`src/rtl/dmem_arbiter.sv`:
```
// Data-memory port arbiter: core (m0) over debug (m1) with a starvation guard.
// Checks alignment, drives the memory port and routes read data back.
module dmem_arbiter #(
  parameter int ADDR_W       = 32,
  parameter int DATA_W       = 32,
  parameter int STARVE_LIMIT = 4
) (
  input  logic              clk,
  input  logic              rst,
  input  logic              m0_req,
  input  logic              m0_we,
  input  logic [1:0]        m0_size,
  input  logic              m0_unsigned,
  input  logic [ADDR_W-1:0] m0_addr,
  input  logic [DATA_W-1:0] m0_wdata,
  output logic              m0_gnt,
  output logic              m0_rvalid,
  output logic [DATA_W-1:0] m0_rdata,
  output logic              m0_err,
  input  logic              m1_req,
  input  logic              m1_we,
  input  logic [1:0]        m1_size,
  input  logic              m1_unsigned,
  input  logic [ADDR_W-1:0] m1_addr,
  input  logic [DATA_W-1:0] m1_wdata,
  output logic              m1_gnt,
  output logic              m1_rvalid,
  output logic [DATA_W-1:0] m1_rdata,
  output logic              m1_err,
  output logic              mem_en,
  output logic              mem_we,
  output logic [1:0]        mem_size,
  output logic              mem_unsigned,
  output logic [ADDR_W-1:0] mem_addr,
  output logic [DATA_W-1:0] mem_wdata,
  input  logic [DATA_W-1:0] mem_rdata,
  output logic              core_stall
);

  localparam logic [3:0] LIMIT = 4'(STARVE_LIMIT);

  logic [3:0]        starve_q, starve_d;
  logic              rv0_q, rv0_d;
  logic              rv1_q, rv1_d;
  logic              err_q, err_d;
  logic              ld_q, ld_d;
  logic [ADDR_W-1:0] addr_q;
  logic [DATA_W-1:0] wdata_q;
  logic [1:0]        size_q;
  logic              uns_q;

  logic              pick1, gnt_any, legal;
  logic              sel_we, sel_uns;
  logic [1:0]        sel_size;
  logic [ADDR_W-1:0] sel_addr;
  logic [DATA_W-1:0] sel_wdata;

  // m1 wins when alone, or when it has waited out the limit
  assign pick1 = m1_req & (~m0_req | (starve_q == LIMIT));
  assign m1_gnt = rst & pick1;
  assign m0_gnt = rst & m0_req & ~pick1;
  assign gnt_any = m0_gnt | m1_gnt;
  assign core_stall = m0_req & ~m0_gnt;

  assign sel_we    = m1_gnt ? m1_we       : m0_we;
  assign sel_uns   = m1_gnt ? m1_unsigned : m0_unsigned;
  assign sel_size  = m1_gnt ? m1_size     : m0_size;
  assign sel_addr  = m1_gnt ? m1_addr     : m0_addr;
  assign sel_wdata = m1_gnt ? m1_wdata    : m0_wdata;

  always_comb begin
    legal = 1'b1;
    unique case (sel_size)
      2'b00: legal = 1'b1;
      2'b01: legal = ~sel_addr[0];
      2'b10: legal = (sel_addr[1:0] == 2'b00);
      default: legal = 1'b0;
    endcase
  end

  assign mem_en       = gnt_any & legal;
  assign mem_we       = mem_en & sel_we;
  assign mem_size     = gnt_any ? sel_size  : size_q;
  assign mem_unsigned = gnt_any ? sel_uns   : uns_q;
  assign mem_addr     = gnt_any ? sel_addr  : addr_q;
  assign mem_wdata    = gnt_any ? sel_wdata : wdata_q;

  always_comb begin
    starve_d = 4'd0;
    if (m0_req & m1_req & m0_gnt)
      starve_d = starve_q + 4'd1;
    rv0_d = m0_gnt;
    rv1_d = m1_gnt;
    err_d = gnt_any & ~legal;
    ld_d  = mem_en & ~sel_we;
  end

  always_ff @(posedge clk) begin
    if (!rst) begin
      starve_q <= 4'd0;
      rv0_q    <= 1'b0;
      rv1_q    <= 1'b0;
      err_q    <= 1'b0;
      ld_q     <= 1'b0;
      addr_q   <= '0;
      wdata_q  <= '0;
      size_q   <= 2'b00;
      uns_q    <= 1'b0;
    end else begin
      starve_q <= starve_d;
      rv0_q    <= rv0_d;
      rv1_q    <= rv1_d;
      err_q    <= err_d;
      ld_q     <= ld_d;
      addr_q   <= mem_addr;
      wdata_q  <= mem_wdata;
      size_q   <= mem_size;
      uns_q    <= mem_unsigned;
    end
  end

  assign m0_rvalid = rv0_q;
  assign m1_rvalid = rv1_q;
  assign m0_err    = rv0_q & err_q;
  assign m1_err    = rv1_q & err_q;
  assign m0_rdata  = (rv0_q & ld_q) ? mem_rdata : '0;
  assign m1_rdata  = (rv1_q & ld_q) ? mem_rdata : '0;

endmodule

```
`config.mk`:
```
export PLATFORM = sky130hd
export DESIGN_NAME = dmem_arbiter
export DESIGN_NICKNAME = d
export VERILOG_FILES = /design/src/rtl/dmem_arbiter.sv
export SDC_FILE = /design/constraint.sdc
export NUM_CORES = 1
export LEC_CHECK = 0
export CAP_MARGIN = 20
export CORE_AREA = 2 2 121 123
export DETAILED_ROUTE_END_ITERATION = 10
export DIE_AREA = 0 0 123 125
export PLACE_DENSITY = 0.75
export SYNTH_ARGS = -nofsm -noshare
export SYNTH_HDL_FRONTEND = slang
export SYNTH_SLANG_ARGS = --single-unit
```
`constraint.sdc`:
```
create_clock -name clk -period 1.95 [get_ports clk]
set_clock_uncertainty 0.1 [all_clocks]
set_input_delay 0.2925 -clock clk [delete_from_list [all_inputs] [get_ports clk]]
set_output_delay 0.2925 -clock clk [all_outputs]
set_load 0.02 [all_outputs]
```
==> flow_summary_export.csv <==
group,metric,value,unit
pwr,p_leak,0.004131,uW
synthesis,syn_inst,433,
synthesis,synth_ff_type,"dfxtp_1",
detailed_routing,first_iter_violations,150,
sta,fin_crit_sh,1.173,
sta,tightest_slew,412.3,ps
die,ioPinCount,312,
detailed_routing,m1WireLength,6345,um
critical_path,worst-path-buf-inv,4,
critical_path,worstSetupPathType,"flop to output pin",
detailed_routing,vias,4752,
global_routing,grt_pass1_vias,4828,
clock_network,htree_levels,3,
placed_design,post-place-ws,-723.4,ps
final_layout,final_nets,948,
pwr,p_per_area,612.6,mW/mm2
sta,tns,-21320,ps
critical_path,cp_slowest_cell,"dfxtp_2",
critical_path,startpoint_type,"flop",
clock_network,cts_buffers,9,
status,violations,"negative setup slack",
placed_design,dp_hpwl,12930,um
clock_network,clkTransAtPathRegs,60,ps
critical_path,crit_fanout,9,
detailed_routing,viasPerCell,4.904,
synthesis,ys_seq_elements,75,
final_layout,fill_cells,1186,
sta,max-slew-margin-rel,0.7222,
clock_network,cts_tree,"built",
global_routing,antenna_found_initial,7,
synthesis,synth.distinct_cells,32,
synthesis,synth_seq_area_share,0.3619,
job,maxCapViolations,0,
clock_network,insertion_delay,320,ps
detailed_routing,drc,0,
sta,max_freq,437.3,MHz
placed_design,routabilityCongestion,0.8793,
sta,setup_viol,71,
global_routing,grt_pass1_wl,26060,um
detailed_routing,dr.pass1.iters,5,
synthesis,synth_edf_count,0,
placed_design,dp_cells,925,
sta,final.setup.worst_slack,-336.8,ps
synthesis,syn_nets,607,
detailed_routing,wl_met2,10360,um
global_routing,grt_util_all_layers,0.2227,
final_layout,final_cell_mix,"171 x clkdlybuf4s50_1, 75 x buf_6, 73 x dfxtp_1",
critical_path,arrival,1890,ps
synthesis,yosys_warnings,0,
final_layout,syn_to_final_growth,110.2,%
clock_network,cts_num_sinks,75,
critical_path,crit_family,"buffers and inverters",
die,die_height,125,um
synthesis,async_flop_share,0,
placed_design,port_buffers,311,
die,core_area,0.01420,mm2
detailed_routing,met3RoutedLength,1517,um
sta,hold_violations,0,
sta,finalCriticalPeriod,2287,ps
die,rows,44,
final_layout,layout-drive-gt1-share,0.3055,
die,initial_utilization,0.2921,
pwr,max-vdd-ir-drop,466.5,uV
synthesis,syn_area,0.004149,mm2
status,outcome,"finished with violations",
die,die_area,0.01538,mm2
detailed_routing,ant_nets,0,
sta,slew_violations,0,
clock_network,clockBufferDepth,2,
final_layout,fin_cells,969,
detailed_routing,highest_layer,"met5",
synthesis,avgSynthCellArea,9.582,um2
sta,rsz0062_at_grt,"yes",
critical_path,cp-end-kind,"output pin",
critical_path,cp_cell_sequence,"inv_2 > ha_4 > nand4b_1 > nand3_4 > buf_12 > clkbuf_16 > o221a_2 > buf_6",
detailed_routing,drt_wl_total,18600,um
final_layout,fin_util,0.6140,
min_path,worstHoldPathType,"flop to flop",
critical_path,slowest_delay,340,ps
critical_path,cp_data_required_time,1560,ps
detailed_routing,wl_per_cell,19.20,um
clock_network,root_buffer,"clkbuf_16",
final_layout,layout_commonest_cell,"clkdlybuf4s50_1",
global_routing,gr-total-overflow,0,
global_routing,grt_max_degree,65,
die,die_x,123,um
[path summary, 6_finish.rpt]
path                                  start          end  slack (ps)  depth (start not counted)
worst min register to register    addr_q[0]    addr_q[0]         430                          2
worst min-delay path              addr_q[0]    addr_q[0]         430                          2
worst max-delay path            starve_q[0]  mem_addr[7]        -340                          8
worst max register to register  starve_q[0]   wdata_q[8]          70                          9
[timing repair]
| action | 4_1_cts | 5_1_grt |
|---|---|---|
| gates cloned | 4 | 6 |
| pin swaps | 9 | 6 |
| hold buffers | 0 | 0 |
| resized for setup | 468 | 72 |
| setup buffers | 8 | 4 |
| endpoints found under the setup margin | 138 | 73 |
[synthesized netlist by cell type, types with 2 or more instances]
library cell	number	share of area
nand2b_1	63	0.095
o221a_1	8	0.022
nand3_1	2	0.0024
buf_2	13	0.016
inv_1	5	0.0045
nand2_1	12	0.011
o221a_2	35	0.095
nor2_1	8	0.0072
and3_1	65	0.098
and2_1	66	0.10
ha_1	2	0.0060
o21ai_0	6	0.0072
clkbuf_1	22	0.020
a21oi_1	2	0.0024
buf_6	7	0.019
o221a_4	20	0.097
dfxtp_1	75	0.36
a31oi_1	8	0.012
[per-stage QoR]
| stage | hold slack [ps] | total power, uW | area, um2 |
|---|---|---|---|
| 6_report | 432.3 | 5342 | 8721 |
| 5_1_grt | 445.3 | 5584 | 8721 |
| 4_1_cts | 447.0 | 5227 | 8244 |
| 3_5_place_dp | 427.5 | 3358 | 7757 |
| 3_3_place_gp | 405.3 | 3331 | 7757 |
| 2_1_floorplan | 290.8 | 2476 | 4230 |
[tightest hold or removal path, cell delays in order, from the launching register on]
cell     delay [ps]
dfxtp_1         310
nand2_2          90
a31oi_1          90
[power by group]
part	internal (uW)	switching, uW	leakage (uW)
Sequential	1650	26.8	0.000622
Combinational	1080	790	0.00336
Clock	1160	640	0.000152
[flip-flops by register name, indices dropped and copies added (netlist names)]
register / flops
wdata_q: 32
size_q: 2
err_q: 1
ld_q: 1
addr_q: 32
m1_rvalid: 1
m0_rvalid: 1
uns_q: 1
starve_q: 4
[metal layers]
metal	global-route usage	up-vias
li1	-	2261
met4	0.1023	2
met3	0.06797	20
met1	0.2181	2238
met5	0	-
met2	0.4189	231
[area by class of cell]
class / instances / area (um2) / area share
well taps: 184 / 230.2 / 0.02640
clock buffers: 11 / 242.7 / 0.02783
flip-flops and latches: 75 / 1504 / 0.1725
inverters: 6 / 42.54 / 0.004878
multi-input cells: 309 / 2726 / 0.3126
repair buffers: 373 / 3876 / 0.4445
diodes: 6 / 15.01 / 0.001722
clock inverters: 5 / 83.83 / 0.009613
[cell families after synthesis]
family,count (synthesis),share of synthesized area
adder cells (fa/ha/maj),2,0.006030
AO/OA/AOI/OAI,84,0.2434
buffers and inverters,49,0.06182
flip-flops,75,0.3619
XOR/XNOR,2,0.004223
AND/OR/NAND/NOR,221,0.3227
No activity file was read; power rests on OpenSTA's default activity.
